===== src/rtl/hazard_unit_pkg.sv =====
// hazard_unit_pkg: shared encodings for the P5 hazard unit.
//   T_USE_NONE        - rs/rt T_use tag meaning "operand not read"
//   fwd_sel_e         - forwarding-mux select codes (GRF/E/M/W)
//   TNEW_*            - decoder T_new tags for the main instruction classes
//   tnew_dec()        - saturating one-stage advance of a T_new counter
package hazard_unit_pkg;

  localparam int unsigned TAG_W = 2;

  localparam logic [TAG_W-1:0] T_USE_NONE = 2'd3;

  localparam logic [TAG_W-1:0] TNEW_LW  = 2'd3;
  localparam logic [TAG_W-1:0] TNEW_ALU = 2'd2;
  localparam logic [TAG_W-1:0] TNEW_JAL = 2'd1;

  typedef enum logic [TAG_W-1:0] {
    FWD_NONE = 2'd0,
    FWD_E    = 2'd1,
    FWD_M    = 2'd2,
    FWD_W    = 2'd3
  } fwd_sel_e;

  // Advance a T_new tag by one pipeline stage, clamping at zero.
  function automatic logic [TAG_W-1:0] tnew_dec(input logic [TAG_W-1:0] t);
    return (t == '0) ? '0 : TAG_W'(t - TAG_W'(1));
  endfunction

endpackage


===== src/rtl/hazard_unit_if.sv =====
// hazard_unit_if: D-stage timing tags in, stall/forward selects out.
//   d_rs, d_rt, d_a3, d_reg_write      - D-stage register fields
//   d_rs_tuse, d_rt_tuse, d_tnew       - decoder timing tags
//   stall                              - freeze PC/F-D, bubble into D/E
//   fwd_d_rs/rt, fwd_e_rs/rt, fwd_m_rt - forwarding-mux selects
//   stall_cnt                          - saturating stall-cycle counter
// master = decoder/datapath side, slave = hazard unit.
interface hazard_unit_if #(
  parameter int unsigned REG_AW = 5,
  parameter int unsigned CNT_W  = 32
);
  logic [REG_AW-1:0] d_rs;
  logic [REG_AW-1:0] d_rt;
  logic [REG_AW-1:0] d_a3;
  logic              d_reg_write;
  logic [1:0]        d_rs_tuse;
  logic [1:0]        d_rt_tuse;
  logic [1:0]        d_tnew;

  logic              stall;
  logic [1:0]        fwd_d_rs;
  logic [1:0]        fwd_d_rt;
  logic [1:0]        fwd_e_rs;
  logic [1:0]        fwd_e_rt;
  logic [1:0]        fwd_m_rt;
  logic [CNT_W-1:0]  stall_cnt;

  modport master (
    output d_rs, d_rt, d_a3, d_reg_write, d_rs_tuse, d_rt_tuse, d_tnew,
    input  stall, fwd_d_rs, fwd_d_rt, fwd_e_rs, fwd_e_rt, fwd_m_rt, stall_cnt
  );

  modport slave (
    input  d_rs, d_rt, d_a3, d_reg_write, d_rs_tuse, d_rt_tuse, d_tnew,
    output stall, fwd_d_rs, fwd_d_rt, fwd_e_rs, fwd_e_rt, fwd_m_rt, stall_cnt
  );
endinterface


===== src/rtl/hazard_unit_fwd_sel.sv =====
// hazard_unit_fwd_sel: priority match of one consumer register against up
// to three producer stages, youngest (slot 0) first.
//   i_addr            - consumer register address
//   i_a3_N, i_tnew_N  - producer destination and remaining T_new, slot N
//   o_sel_c           - CODE_N of the youngest matching slot if its result
//                       is ready, else FWD_NONE (combinational)
// Unused slots are tied to a3 = 0, which never matches.
module hazard_unit_fwd_sel
  import hazard_unit_pkg::*;
#(
  parameter int unsigned REG_AW = 5,
  parameter fwd_sel_e    CODE_0 = FWD_E,
  parameter fwd_sel_e    CODE_1 = FWD_M,
  parameter fwd_sel_e    CODE_2 = FWD_W
) (
  input  logic [REG_AW-1:0] i_addr,
  input  logic [REG_AW-1:0] i_a3_0,
  input  logic [1:0]        i_tnew_0,
  input  logic [REG_AW-1:0] i_a3_1,
  input  logic [1:0]        i_tnew_1,
  input  logic [REG_AW-1:0] i_a3_2,
  input  logic [1:0]        i_tnew_2,
  output fwd_sel_e          o_sel_c
);

  logic w_hit_0;
  logic w_hit_1;
  logic w_hit_2;

  assign w_hit_0 = (i_a3_0 != '0) && (i_a3_0 == i_addr);
  assign w_hit_1 = (i_a3_1 != '0) && (i_a3_1 == i_addr);
  assign w_hit_2 = (i_a3_2 != '0) && (i_a3_2 == i_addr);

  // A younger match that is not ready yet masks older matches: their value
  // is stale, so the consumer keeps its default path.
  always_comb begin
    o_sel_c = FWD_NONE;
    if (w_hit_0) begin
      if (i_tnew_0 == 2'd0) o_sel_c = CODE_0;
    end else if (w_hit_1) begin
      if (i_tnew_1 == 2'd0) o_sel_c = CODE_1;
    end else if (w_hit_2) begin
      if (i_tnew_2 == 2'd0) o_sel_c = CODE_2;
    end
  end

endmodule


===== src/rtl/hazard_unit.sv =====
// hazard_unit: T_use/T_new hazard resolution for the 5-stage P5 pipeline.
//   clk    - pipeline clock
//   reset  - synchronous, active-low; clears scoreboard and stall counter
//   bus    - hazard_unit_if.slave: D-stage tags in, stall/forwards/count out
// Keeps an E/M/W scoreboard (dest, remaining T_new, sources), raises the
// D-stage stall, drives every forwarding select and counts stall cycles.
module hazard_unit
  import hazard_unit_pkg::*;
#(
  parameter int unsigned REG_AW = 5,
  parameter int unsigned CNT_W  = 32
) (
  input  logic          clk,
  input  logic          reset,
  hazard_unit_if.slave  bus
);

  // Scoreboard
  logic [REG_AW-1:0] r_a3_e;
  logic [1:0]        r_tnew_e;
  logic [REG_AW-1:0] r_rs_e;
  logic [REG_AW-1:0] r_rt_e;
  logic [REG_AW-1:0] r_a3_m;
  logic [1:0]        r_tnew_m;
  logic [REG_AW-1:0] r_rt_m;
  logic [REG_AW-1:0] r_a3_w;
  logic [1:0]        r_tnew_w;
  logic [CNT_W-1:0]  r_stall_cnt;

  logic [REG_AW-1:0] w_eff_a3;
  logic              w_rs_haz;
  logic              w_rt_haz;
  logic              w_stall;

  fwd_sel_e w_fwd_d_rs;
  fwd_sel_e w_fwd_d_rt;
  fwd_sel_e w_fwd_e_rs;
  fwd_sel_e w_fwd_e_rt;
  fwd_sel_e w_fwd_m_rt;

  // Non-writing instructions are tracked as writing $0, which never matches.
  assign w_eff_a3 = bus.d_reg_write ? bus.d_a3 : '0;

  // Stall when a producer in E or M will not have its result by the time
  // the D-stage source is needed. W is always ready.
  assign w_rs_haz = (bus.d_rs != '0) && (bus.d_rs_tuse != T_USE_NONE) &&
                    (((r_a3_e == bus.d_rs) && (r_tnew_e > bus.d_rs_tuse)) ||
                     ((r_a3_m == bus.d_rs) && (r_tnew_m > bus.d_rs_tuse)));

  assign w_rt_haz = (bus.d_rt != '0) && (bus.d_rt_tuse != T_USE_NONE) &&
                    (((r_a3_e == bus.d_rt) && (r_tnew_e > bus.d_rt_tuse)) ||
                     ((r_a3_m == bus.d_rt) && (r_tnew_m > bus.d_rt_tuse)));

  assign w_stall = w_rs_haz || w_rt_haz;

  // Pipeline scoreboard: D->E (or bubble on stall), E->M, M->W.
  always_ff @(posedge clk) begin
    if (!reset) begin
      r_a3_e   <= '0;
      r_tnew_e <= '0;
      r_rs_e   <= '0;
      r_rt_e   <= '0;
      r_a3_m   <= '0;
      r_tnew_m <= '0;
      r_rt_m   <= '0;
      r_a3_w   <= '0;
      r_tnew_w <= '0;
    end else begin
      if (w_stall) begin
        r_a3_e   <= '0;
        r_tnew_e <= '0;
        r_rs_e   <= '0;
        r_rt_e   <= '0;
      end else begin
        r_a3_e   <= w_eff_a3;
        r_tnew_e <= tnew_dec(bus.d_tnew);
        r_rs_e   <= bus.d_rs;
        r_rt_e   <= bus.d_rt;
      end
      r_a3_m   <= r_a3_e;
      r_tnew_m <= tnew_dec(r_tnew_e);
      r_rt_m   <= r_rt_e;
      r_a3_w   <= r_a3_m;
      r_tnew_w <= tnew_dec(r_tnew_m);
    end
  end

  // Saturating stall-cycle counter.
  always_ff @(posedge clk) begin
    if (!reset) begin
      r_stall_cnt <= '0;
    end else if (w_stall && (r_stall_cnt != '1)) begin
      r_stall_cnt <= r_stall_cnt + CNT_W'(1);
    end
  end

  // D-stage consumers: E > M > W.
  hazard_unit_fwd_sel #(
    .REG_AW (REG_AW), .CODE_0 (FWD_E), .CODE_1 (FWD_M), .CODE_2 (FWD_W)
  ) u_fwd_d_rs (
    .i_addr   (bus.d_rs),
    .i_a3_0   (r_a3_e), .i_tnew_0 (r_tnew_e),
    .i_a3_1   (r_a3_m), .i_tnew_1 (r_tnew_m),
    .i_a3_2   (r_a3_w), .i_tnew_2 (r_tnew_w),
    .o_sel_c  (w_fwd_d_rs)
  );

  hazard_unit_fwd_sel #(
    .REG_AW (REG_AW), .CODE_0 (FWD_E), .CODE_1 (FWD_M), .CODE_2 (FWD_W)
  ) u_fwd_d_rt (
    .i_addr   (bus.d_rt),
    .i_a3_0   (r_a3_e), .i_tnew_0 (r_tnew_e),
    .i_a3_1   (r_a3_m), .i_tnew_1 (r_tnew_m),
    .i_a3_2   (r_a3_w), .i_tnew_2 (r_tnew_w),
    .o_sel_c  (w_fwd_d_rt)
  );

  // E-stage consumers: M > W.
  hazard_unit_fwd_sel #(
    .REG_AW (REG_AW), .CODE_0 (FWD_M), .CODE_1 (FWD_W), .CODE_2 (FWD_NONE)
  ) u_fwd_e_rs (
    .i_addr   (r_rs_e),
    .i_a3_0   (r_a3_m), .i_tnew_0 (r_tnew_m),
    .i_a3_1   (r_a3_w), .i_tnew_1 (r_tnew_w),
    .i_a3_2   ('0),     .i_tnew_2 (2'd0),
    .o_sel_c  (w_fwd_e_rs)
  );

  hazard_unit_fwd_sel #(
    .REG_AW (REG_AW), .CODE_0 (FWD_M), .CODE_1 (FWD_W), .CODE_2 (FWD_NONE)
  ) u_fwd_e_rt (
    .i_addr   (r_rt_e),
    .i_a3_0   (r_a3_m), .i_tnew_0 (r_tnew_m),
    .i_a3_1   (r_a3_w), .i_tnew_1 (r_tnew_w),
    .i_a3_2   ('0),     .i_tnew_2 (2'd0),
    .o_sel_c  (w_fwd_e_rt)
  );

  // M-stage consumer (store data): W only.
  hazard_unit_fwd_sel #(
    .REG_AW (REG_AW), .CODE_0 (FWD_W), .CODE_1 (FWD_NONE), .CODE_2 (FWD_NONE)
  ) u_fwd_m_rt (
    .i_addr   (r_rt_m),
    .i_a3_0   (r_a3_w), .i_tnew_0 (r_tnew_w),
    .i_a3_1   ('0),     .i_tnew_1 (2'd0),
    .i_a3_2   ('0),     .i_tnew_2 (2'd0),
    .o_sel_c  (w_fwd_m_rt)
  );

  assign bus.stall     = w_stall;
  assign bus.fwd_d_rs  = w_fwd_d_rs;
  assign bus.fwd_d_rt  = w_fwd_d_rt;
  assign bus.fwd_e_rs  = w_fwd_e_rs;
  assign bus.fwd_e_rt  = w_fwd_e_rt;
  assign bus.fwd_m_rt  = w_fwd_m_rt;
  assign bus.stall_cnt = r_stall_cnt;

endmodule


===== src/flat_wrapper.sv =====
// flat-port wrapper written by rule: the top's interface ports become plain ports
module hazard_unit_flat import hazard_unit_pkg::*;
#(
  parameter int unsigned REG_AW = 5,
  parameter int unsigned CNT_W  = 32
)
  (clk, reset, bus_d_rs, bus_d_rt, bus_d_a3, bus_d_reg_write, bus_d_rs_tuse, bus_d_rt_tuse, bus_d_tnew, bus_stall, bus_fwd_d_rs, bus_fwd_d_rt, bus_fwd_e_rs, bus_fwd_e_rt, bus_fwd_m_rt, bus_stall_cnt);
  hazard_unit_if #(.REG_AW(REG_AW), .CNT_W(CNT_W)) bus_i ();
  input  logic clk;
  input  logic reset;
  input wire logic [$bits(bus_i.d_rs)-1:0] bus_d_rs;
  input wire logic [$bits(bus_i.d_rt)-1:0] bus_d_rt;
  input wire logic [$bits(bus_i.d_a3)-1:0] bus_d_a3;
  input wire logic [$bits(bus_i.d_reg_write)-1:0] bus_d_reg_write;
  input wire logic [$bits(bus_i.d_rs_tuse)-1:0] bus_d_rs_tuse;
  input wire logic [$bits(bus_i.d_rt_tuse)-1:0] bus_d_rt_tuse;
  input wire logic [$bits(bus_i.d_tnew)-1:0] bus_d_tnew;
  output wire logic [$bits(bus_i.stall)-1:0] bus_stall;
  output wire logic [$bits(bus_i.fwd_d_rs)-1:0] bus_fwd_d_rs;
  output wire logic [$bits(bus_i.fwd_d_rt)-1:0] bus_fwd_d_rt;
  output wire logic [$bits(bus_i.fwd_e_rs)-1:0] bus_fwd_e_rs;
  output wire logic [$bits(bus_i.fwd_e_rt)-1:0] bus_fwd_e_rt;
  output wire logic [$bits(bus_i.fwd_m_rt)-1:0] bus_fwd_m_rt;
  output wire logic [$bits(bus_i.stall_cnt)-1:0] bus_stall_cnt;
  assign bus_i.d_rs = bus_d_rs;
  assign bus_i.d_rt = bus_d_rt;
  assign bus_i.d_a3 = bus_d_a3;
  assign bus_i.d_reg_write = bus_d_reg_write;
  assign bus_i.d_rs_tuse = bus_d_rs_tuse;
  assign bus_i.d_rt_tuse = bus_d_rt_tuse;
  assign bus_i.d_tnew = bus_d_tnew;
  assign bus_stall = bus_i.stall;
  assign bus_fwd_d_rs = bus_i.fwd_d_rs;
  assign bus_fwd_d_rt = bus_i.fwd_d_rt;
  assign bus_fwd_e_rs = bus_i.fwd_e_rs;
  assign bus_fwd_e_rt = bus_i.fwd_e_rt;
  assign bus_fwd_m_rt = bus_i.fwd_m_rt;
  assign bus_stall_cnt = bus_i.stall_cnt;
  hazard_unit #(.REG_AW(REG_AW), .CNT_W(CNT_W)) u_core (.clk(clk), .reset(reset), .bus(bus_i));
endmodule

===== config.mk =====
export PLATFORM = sky130hd
export DESIGN_NAME = hazard_unit_flat
export DESIGN_NICKNAME = d
export VERILOG_FILES = /design/src/rtl/hazard_unit_pkg.sv /design/src/rtl/hazard_unit_if.sv /design/src/rtl/hazard_unit_fwd_sel.sv /design/src/rtl/hazard_unit.sv /design/src/flat_wrapper.sv
export SDC_FILE = /design/constraint.sdc
export NUM_CORES = 1
export LEC_CHECK = 0
export ABC_AREA = 0
export CAP_MARGIN = 25
export CELL_PAD_IN_SITES_DETAIL_PLACEMENT = 0
export CELL_PAD_IN_SITES_GLOBAL_PLACEMENT = 1
export CORE_MARGIN = 2
export CORE_UTILIZATION = 38
export CTS_CLUSTER_DIAMETER = 50
export DETAILED_ROUTE_END_ITERATION = 10
export PLACE_DENSITY = 0.73
export SYNTH_ARGS = -nofsm -noshare
export SYNTH_HDL_FRONTEND = slang
export SYNTH_SLANG_ARGS = --single-unit

===== constraint.sdc =====
create_clock -name clk -period 2.8 [get_ports clk]
set_input_delay 0.28 -clock clk [delete_from_list [all_inputs] [get_ports clk]]
set_output_delay 0.28 -clock clk [all_outputs]
set_load 0.1 [all_outputs]

Word-level counts from Yosys, hierarchy flattened

Index checks and enable logic that the tools add are counted.

Register bits: 68
Input port bits: 24
Output and inout bits: 43
Logic and storage cells: 85

Add/subtract/negate cells: 4
Magnitude comparators: 4
Eq/ne operators: 14
Mux-type cells: 14
Bitwise operators: 2
Reduce and logical (&&, ||, !) cells: 37

Operators by type and width:

| kind                                             | number |
|---|---|
| equality test 5 bit                              | 11 |
| adder 32 x 1 -> 32 bit, second input constant    | 1 |
| inequality test 32 bit, second input constant    | 1 |
| two-way mux 2 bit                                | 13 |
| nonzero test 5 bit                               | 5 |
| logical AND 1 bit                                | 20 |
| greater-than comparator 2 bit                    | 4 |
| logical NOT 2 bit                                | 4 |
| OR reduction 2 bit                               | 3 |
| OR reduction 3 bit                               | 2 |
| subtractor 2 x 1 -> 2 bit, second input constant | 3 |
| inequality test 2 bit, second input constant     | 2 |
| logical OR 1 bit                                 | 3 |
| NOT 1 bit                                        | 2 |
| two-way mux 1 bit                                | 1 |

Logic depth before layout (Yosys ltp)

Gate-level depths: netlist of the first run.

Depth after elaboration: 6
Mapped depth: 12
Depth with buffers taken out: 9

By module

Synthesis of the first run repeated with hierarchy kept, for this count alone.

Cell total of the unflattened synthesis: 461
Area, all modules: 3,975.1 sq um

Modules (own cells, without submodules):

| module                                      | instances | cells each | area each (sq um) | seq. area each (sq um) |
|---|---|---|---|---|
| hazard_unit                                 | 1         | 342        | 3,080.5           | 1,361.3 |
| hazard_unit_fwd_sel (u_core.u_fwd_d_rs ...) | 2         | 32         | 237.7             | 0.0 |
| hazard_unit_fwd_sel (u_core.u_fwd_e_rs ...) | 2         | 22         | 160.2             | 0.0 |
| hazard_unit_fwd_sel (u_core.u_fwd_m_rt)     | 1         | 11         | 98.8              | 0.0 |

Least setup slack after synthesis of the first run

No wires, ideal clock.

Kind: register to output
Start point: register u_core.r_a3_w[3]
End point: output bus_fwd_e_rs[1]
Arrival: 4.994 ns
Slack: -2.474 ns
Cell stages (with the launch flop): 7
Cells stage by stage: dfxtp_1 -> clkbuf_1 -> or4_1 -> o21ai_0 -> or4_1 -> nor4_1 -> a21o_1

Longest elaborated chain between the ends: 4
Elaborated cells on any way between the ends: 5
Those cells by class: eq/ne (1); mux (2); reduce/logical (2)

RTL lines:

| element                                                          | line                      | RTL |
|---|---|---|
| start, declared                                                  | hazard_unit.sv:26         | `logic [REG_AW-1:0] r_a3_w;` |
| start signal, assigned                                           | hazard_unit.sv:83         | `r_a3_w <= r_a3_m;` |
| equality test 5 bit / nonzero test 5 bit (equally long branches) | hazard_unit_fwd_sel.sv:31 | `assign w_hit_1 = (i_a3_1 != '0) && (i_a3_1 == i_addr);` |
| logical AND 1 bit (*)                                            | hazard_unit_fwd_sel.sv:31 |  |
| two-way mux 2 bit (*)                                            | hazard_unit_fwd_sel.sv:40 | `end else if (w_hit_1) begin` |
| two-way mux 2 bit (*)                                            | hazard_unit_fwd_sel.sv:38 | `if (w_hit_0) begin` |
| end, declared                                                    | flat_wrapper.sv:21        | `output wire logic [$bits(bus_i.fwd_e_rs)-1:0] bus_fwd_e_rs;` |

Mark *: on every way between the ends. The rest lies on a longest branch, timed or not.

Worst setup path in the final report of the first run

Start point: input bus_d_rt[1]
End point: output bus_stall

Longest elaborated chain between the ends: 5
Elaborated cells on any way between the ends: 9
Those cells by class: eq/ne (2); reduce/logical (7)

RTL lines:

| element                                | line                                 | RTL |
|---|---|---|
| start, declared                        | flat_wrapper.sv:12                   | `input wire logic [$bits(bus_i.d_rt)-1:0] bus_d_rt;` |
| equality test 5 bit (on tied branches) | hazard_unit.sv:51, hazard_unit.sv:52 |  |
| logical AND 1 bit (on tied branches)   | hazard_unit.sv:51, hazard_unit.sv:52 |  |
| logical OR 1 bit                       | hazard_unit.sv:51                    | `(((r_a3_e == bus.d_rt) && (r_tnew_e > bus.d_rt_tuse)) \|\|` |
| logical AND 1 bit (*)                  | hazard_unit.sv:50                    | `assign w_rt_haz = (bus.d_rt != '0) && (bus.d_rt_tuse != T_USE_NONE) &&` |
| logical OR 1 bit (*)                   | hazard_unit.sv:54                    | `assign w_stall = w_rs_haz \|\| w_rt_haz;` |
| end, declared                          | flat_wrapper.sv:18                   | `output wire logic [$bits(bus_i.stall)-1:0] bus_stall;` |

Marks and branches as above.

==> results of run 1 <==
-- final timing paths --
path | endpoint | slack [ps] | depth (start not counted)
setup reg to reg | u_core.bus.stall_cnt[30] | 440 | 8
hold reg to reg | u_core.r_tnew_w[0] | 410 | 1
setup / recovery | bus_stall | 150 | 8
hold / removal | u_core.r_tnew_w[0] | 410 | 1
-- where the power goes --
group	leakage, nW	total (mW)	switching, mW	internal, mW
Sequential	0.557	1.02	0.0253	0.992
Clock	0.113	0.894	0.371	0.522
Combinational	1.35	0.329	0.183	0.146
-- stage by stage --
stage          std cells  setup TNS [ps]  util, %
4_1_cts              652               0    51.23
6_report             652               0    51.29
5_1_grt              652               0    51.29
3_3_place_gp         636          -2.232    48.98
2_1_floorplan        437          -540.4        -
3_5_place_dp         636          -53.88    48.98
-- metal layers --
metal / part of all wire, % / up-vias / wire length [microns] / track usage, %
met4: 1.3 / 0 / 129 / 6.757
met1: 48 / 1636 / 4853 / 28.37
met3: 5.2 / 12 / 522 / 3.258
met2: 45 / 96 / 4576 / 28.52
li1: - / 1722 / - / -
met5: 0 / - / 0 / 0
-- cell usage in the layout (no fill, tap or decap), drive strengths merged, types with 10 or more instances in the layout --
cell | synthesis | final
o21ai | 13 | 13
and3 | 15 | 15
or4 | 21 | 21
inv | 17 | 17
o31ai | 13 | 13
clkbuf | 14 | 11
xnor2 | 26 | 26
nor4 | 13 | 13
ha | 12 | 12
buf | 17 | 74
and2 | 27 | 27
a21oi | 29 | 29
clkdlybuf4s50 | 0 | 23
xor2 | 29 | 29
dfxtp | 68 | 68
nand4 | 12 | 12
nor2 | 10 | 10
nand2 | 21 | 21
nand3 | 19 | 19
or3 | 12 | 12
-- critical path, delay by kind of cell --
kind	cells	cell delay (ps)
AOI/OAI and AO/OA	3	490
and+or+nand+nor	2	800
buffers and inverters	3	800
-- cell usage after synthesis (2+ instances only) --
library cell / number
a211oi_1: 4
a21o_1: 2
a21oi_1: 29
a22oi_1: 2
a31oi_1: 3
and2_1: 27
and3_1: 13
and3_4: 2
and4_1: 2
and4_4: 2
buf_1: 4
buf_2: 4
buf_4: 4
buf_6: 5
clkbuf_1: 14
dfxtp_1: 68
ha_1: 12
inv_1: 17
mux2_2: 2
mux2i_1: 6
nand2_1: 21
nand2b_1: 9
nand3_1: 18
nand4_1: 11
nor2_1: 10
nor3_1: 6
nor3_2: 2
nor4_1: 13
o21ai_0: 10
o21ai_1: 3
o311ai_1: 2
o31ai_1: 13
o41ai_1: 3
or3_1: 12
or4_1: 21
xnor2_1: 26
xor2_1: 29
-- cell families (layout without fill, tap and decap cells) --
group           count (synthesis)  in the layout  synth area share (%)
xor+xnor                       55             55                 12.62
compound gates                 72             72                 11.51
flops                          68             68                 35.67
mux                             8              8                 2.164
simple gates                  174            174                 27.87
buf+inv                        48            130                 6.229
fa+ha+maj                      12             12                 3.934
-- cell type report --
class | instances | area (sq um) | share of cell area [%]
clock buffers | 11 | 141.4 | 2.820
clock inverters | 5 | 75.07 | 1.497
inverters | 17 | 63.81 | 1.273
multi-input cells | 321 | 2286 | 45.60
flip-flops and latches | 68 | 1370 | 27.33
well taps | 133 | 166.4 | 3.319
repair buffers | 97 | 910.9 | 18.17
-- timing repair --
action                     in CTS  in global routing
setup endpoints to repair       3                  2
setup buffers                   0                  0
resized for setup               1                  2
-- registers in the layout, summed over array words and instances (netlist names) --
register	cells
u_core.bus.stall_cnt	32
u_core.r_a3_e	5
u_core.r_a3_m	5
u_core.r_a3_w	5
u_core.r_rs_e	5
u_core.r_rt_e	5
u_core.r_rt_m	5
u_core.r_tnew_e	2
u_core.r_tnew_m	2
u_core.r_tnew_w	2
==> summary.md, run 1 <==
| Metric | Value |
|---|---|
| Post-route cell area | 0.005014 sq mm |
| Reg2reg start | u_core.r_a3_m[1] |
| Synth area leader | dfxtp_1 |
| Fin crit share | a little over nine tenths |
| Rel. slew slack | 62.29% |
| Worst skew pair latency | 340 ps |
| Post-Route WL | 10080 microns |
| Crit-path slowest cell | or4_1 |
| HPWL Detailed | 7544 microns |
| Vias per inst | between 5 and 6 |
| Worst setup startpoint | bus_d_rt[1] |
| Full die area | 0.01086 sq mm |
| Initial Util | 39.04% |
| Width of the die | 104.2 microns |
| Yosys reg bits | 68 |
| Vias | 3466 |
| Tmin final | 2655 ps |
| Crit Path Max Fanout | 5 |
| Final setup fails | 0 |
| Layout area overhead | 31.38% |
| Reg clk slew, reported paths | 70 ps |
| Initial DRC count | 131 |
| Initial antenna violation count | 0 |
| Post-route DRC violation count | 0 |
| Max stage delay on crit path | 580 ps |
| WL/cell | 15.46 microns |
| # IOs | 67 |
| Yosys top cell area share | 35.67% |
| Routed Antenna Nets | 0 |
| Synth Warn # | 0 |
| CP startpoint kind | primary input |
| Global-route wire length before repair | 16820 microns |
| Number of core rows | 36 |
| EDFF count, synth | 0 |
| Top_reg_cell synth | dfxtp_1 |
| Vias in the first global route | 3211 |
| RSZ-0062 raised after global routing | false |
| Clk buf depth | 2 |
| Max VDD drop | 0.0002504 V |
| Worst Skew | between 10 and 15 ps |
| Crit end category | output port |
| Final Wtd Congestion | 0.8621 |
| CTS tree | done |
| Critical-path cell list | clkdlybuf4s50_1 > or4_1 > o21ai_1 > a211oi_1 > a22oi_1 > and2_2 > inv_1 > buf_12 |
| N_diodes | 0 |
| Total GRT Usage | 19.35% |
| Drt pass-1 iters | 5 |
| Place WS | -21.60 ps |
| Share of layout cells above drive strength 1 | between 20% and 30% |
| Port buffer count | 66 |
| Net count, final | 550 |
| Largest net degree at the start of global routing | 45 |
| Sequential fraction of the synthesis area | a little over a third |
| Gate Count Post-Synth | 437 |
| Clk root buf | clkbuf_8 |
| Synth area leaders | dfxtp_1, xor2_1, xnor2_1, and2_1, or4_1 |
| Final worst slack | 145.2 ps |
| Mapped Area | between 0.003 and 0.004 sq mm |
| Cell Area, Placed | 0.004787 sq mm |
| Power after layout | 2.240 mW |
| Worst-margin pin slew | 560.5 ps |
| Syn avg cell area | 8.733 sq um |
| Core Region | 0.009774 sq mm |
| PD cells | 446.8 mW/mm^2 |
| Max Cap Violations | 0 |
| CP required | 2520 ps |
| Slew Limit Fails | 0 |
| Hold Fails Final Rpt | 0 |
| Hold_ws | 412.0 ps |
| Fillcell total | 927 |
| Status | finished, final reports clean |
| Post-CTS Hold Fix Bufs | 0 |
| Fmax | 0.3767 GHz |
| Cts bufs inserted | 9 |
| Congestion Overflow GR | 0 |
| Post-synth ARST share | 0% |
| CTS Sinks | 68 |
| HP Start | u_core.r_tnew_m[0] |
| WP data arrival | 2370 ps |
| H-Tree Depth | 3 |
| Syn_nets | 473 |
| DIE HEIGHT | 104.2 microns |
| Worst hold path type | reg2reg |
| Leakage power figure | 2.022 nW |
| Yosys cell types | 43 |
| Setup CP Type | in2out |
Power figures use the tool's default switching activity.
==> inputs of run 2 (changes only) <==
==> constraint.sdc (replaced) <==
create_clock -name clk -period 2.8 [get_ports clk]
set_input_delay 0.28 -clock clk [delete_from_list [all_inputs] [get_ports clk]]
set_output_delay 0.28 -clock clk [all_outputs]
set_load 0.02 [all_outputs]
==> summary.md, run 2 (synthesized netlist as in run 1, its figures left out) <==
| Metric | Value |
|---|---|
| Initial Util | 39.04% |
| Rel. slew slack | 70.51% |
| Post-CTS Hold Fix Bufs | 0 |
| Post-route cell area | about 0.0050 sq mm |
| Slew Limit Fails | 0 |
| Initial DRC count | 142 |
| Power after layout | roughly 2.3 mW |
| Vias per inst | 5.331 |
| Fmax | 0.3795 GHz |
| Setup TNS | 0 ps |
| Reg clk slew, reported paths | 80 ps |
| Clk pwr share | 43.6% |
| Vias in the first global route | 3289 |
| Worst setup startpoint | bus_d_rs[4] |
| Congestion Overflow GR | 0 |
| Worst-margin pin slew | between 400 and 500 ps |
| Hold Fails Final Rpt | 0 |
| NetSw | ~0.56 mW |
| Fin crit share | 94.10% |
| Fillcell total | 966 |
| Routed Antenna Nets | 0 |
| Width of the die | 104.2 microns |
| Port buffer count | 66 |
| WP data arrival | 2350 ps |
| Drt pass-1 iters | 4 |
| RSZ-0062 raised after global routing | false |
| CP Capture Point | bus_fwd_d_rs[0] |
| Tmin final | 2635 ps |
| Place WS | -82.34 ps |
| Core Region | 0.009774 sq mm |
| CTS Sinks | 68 |
| Full die area | 0.01086 sq mm |
| Status | finished, final reports clean |
| HP Start | u_core.r_tnew_m[0] |
| Max VDD drop | 0.0002776 V |
| Max reg flops | 32 |
| R2R setup slack | 390 ps |
| H-Tree Depth | 3 |
| Setup CP Type | in2out |
| Worst hold path type | reg2reg |
| CTS tree | done |
| Layout area overhead | 30.98% |
| Most frequent cells in the layout | dfxtp_1, clkdlybuf4s50_1, buf_4 |
| Sw frac | 24.55% |
| Clk root buf | clkbuf_8 |
| Largest net degree at the start of global routing | 51 |
| Net count, final | between 500 and 600 |
| Number of core rows | 36 |
| Crit end category | output port |
| Global-route wire length before repair | 16810 microns |
| Clk buf depth | 2 |
| Logic pwr share | 11.8% |
| P_int | 1.721 mW |
| Commonest non-fill, non-tap cell in the layout | dfxtp_1 |
| PD cells | 456.5 mW/mm^2 |
| Reg2reg end | u_core.bus.stall_cnt[16] |
| Cell Area, Placed | 0.004715 sq mm |
| Final worst slack | 165.1 ps |
| Max Cap Violations | 0 |
| Cts bufs inserted | 9 |
| Power share of the sequential group | 44.6% |
| Post-route DRC violation count | 0 |
| Leakage power figure | 2.001 nW |
| N_diodes | 0 |
| Total GRT Usage | 19.38% |
| Post-Route WL | 10310 microns |
| Reg2reg path depth | 8 |
| HPWL Detailed | 7526 microns |
| Vias | around 3.5k |
| Final Wtd Congestion | 0.8496 |
| CTS resizes | 13 |
| Final setup fails | 0 |
| Reg2reg start | u_core.r_a3_m[3] |
| # IOs | 67 |
| Worst skew pair latency | 350 ps |
| Crit Path Max Fanout | 3 |
| DIE HEIGHT | between 100 and 150 microns |
| Post-CTS Repair Setup Buffers | 0 |
| WL/cell | 15.82 microns |
| CP startpoint kind | primary input |
| CP required | 2520 ps |
| Share of layout cells above drive strength 1 | 12.72% |
| Initial antenna violation count | 0 |
| Worst Skew | about 11 ps |
## run 2: changes by cell type in the layout (fill, tap and decap cells not counted), sizes merged
cell and delta:
buf -43, clkdlybuf4s50 +34, dlygate4sd2 +6, dlymetal6s2s +3, clkbuf -2, bufinv +1
clkinv -1, clkinvlp +1, inv +1
## run 2: worst max-delay path, cell delays in order
cell,delay (ps)
clkdlybuf4s50_1,450
buf_4,170
xnor2_1,160
nand3_1,130
nor4_1,330
buf_4,180
mux2_2,330
dlygate4sd2_1,320
## run 2: worst min path at each step
stage / end / slack, ps / depth (start not counted)
3_3_place_gp: u_core.r_tnew_w[0] / 420 / 1
2_1_floorplan: u_core.r_tnew_e[0] / 360 / 1
5_1_grt: u_core.r_tnew_w[0] / 440 / 1
3_5_place_dp: u_core.r_tnew_w[0] / 420 / 1
6_report: u_core.r_tnew_w[0] / 420 / 1
4_1_cts: u_core.r_tnew_w[0] / 430 / 1
## run 2: layout make-up
cell class | count | area [sq um] | area share, %
repair buffers | 97 | 905.9 | 18.12
clock inverters | 7 | 123.9 | 2.478
flip-flops and latches | 68 | 1363 | 27.26
clock buffers | 9 | 123.9 | 2.478
inverters | 17 | 63.81 | 1.277
well taps | 133 | 166.4 | 3.329
multi-input cells | 321 | 2252 | 45.06
## run 2: metrics by stage
| step | util [%] | hold slack, ps | cells |
|---|---|---|---|
| after global placement | 48.23 | 416.0 | 636 |
| after CTS | 50.95 | 425.4 | 652 |
| after detailed placement | 48.23 | 415.2 | 636 |
| after floorplan | - | 358.5 | 437 |
| after global routing | 51.14 | 439.4 | 652 |
| final | 51.14 | 422.0 | 652 |
## run 2: routing by layer
metal | up-vias | wire [microns] | track usage, %
li1 | 1731 | - | -
met1 | 1663 | 4788 | 26.08
met2 | 76 | 4972 | 30.83
met3 | 6 | 478 | 5.263
met4 | 0 | 74 | 4.826
met5 | - | 0 | 0
## run 2: power by group through the flow
| stage | logic [mW] | clock network, mW | registers (mW) |
|---|---|---|---|
| floorplan | 0.158 | 0 | 1.03 |
| global placement | 0.261 | 0 | 1.04 |
| detailed placement | 0.264 | 0 | 1.04 |
| global route | 0.296 | 1.06 | 1.02 |
| finish | 0.268 | 0.996 | 1.02 |
| CTS | 0.267 | 1.03 | 1.02 |
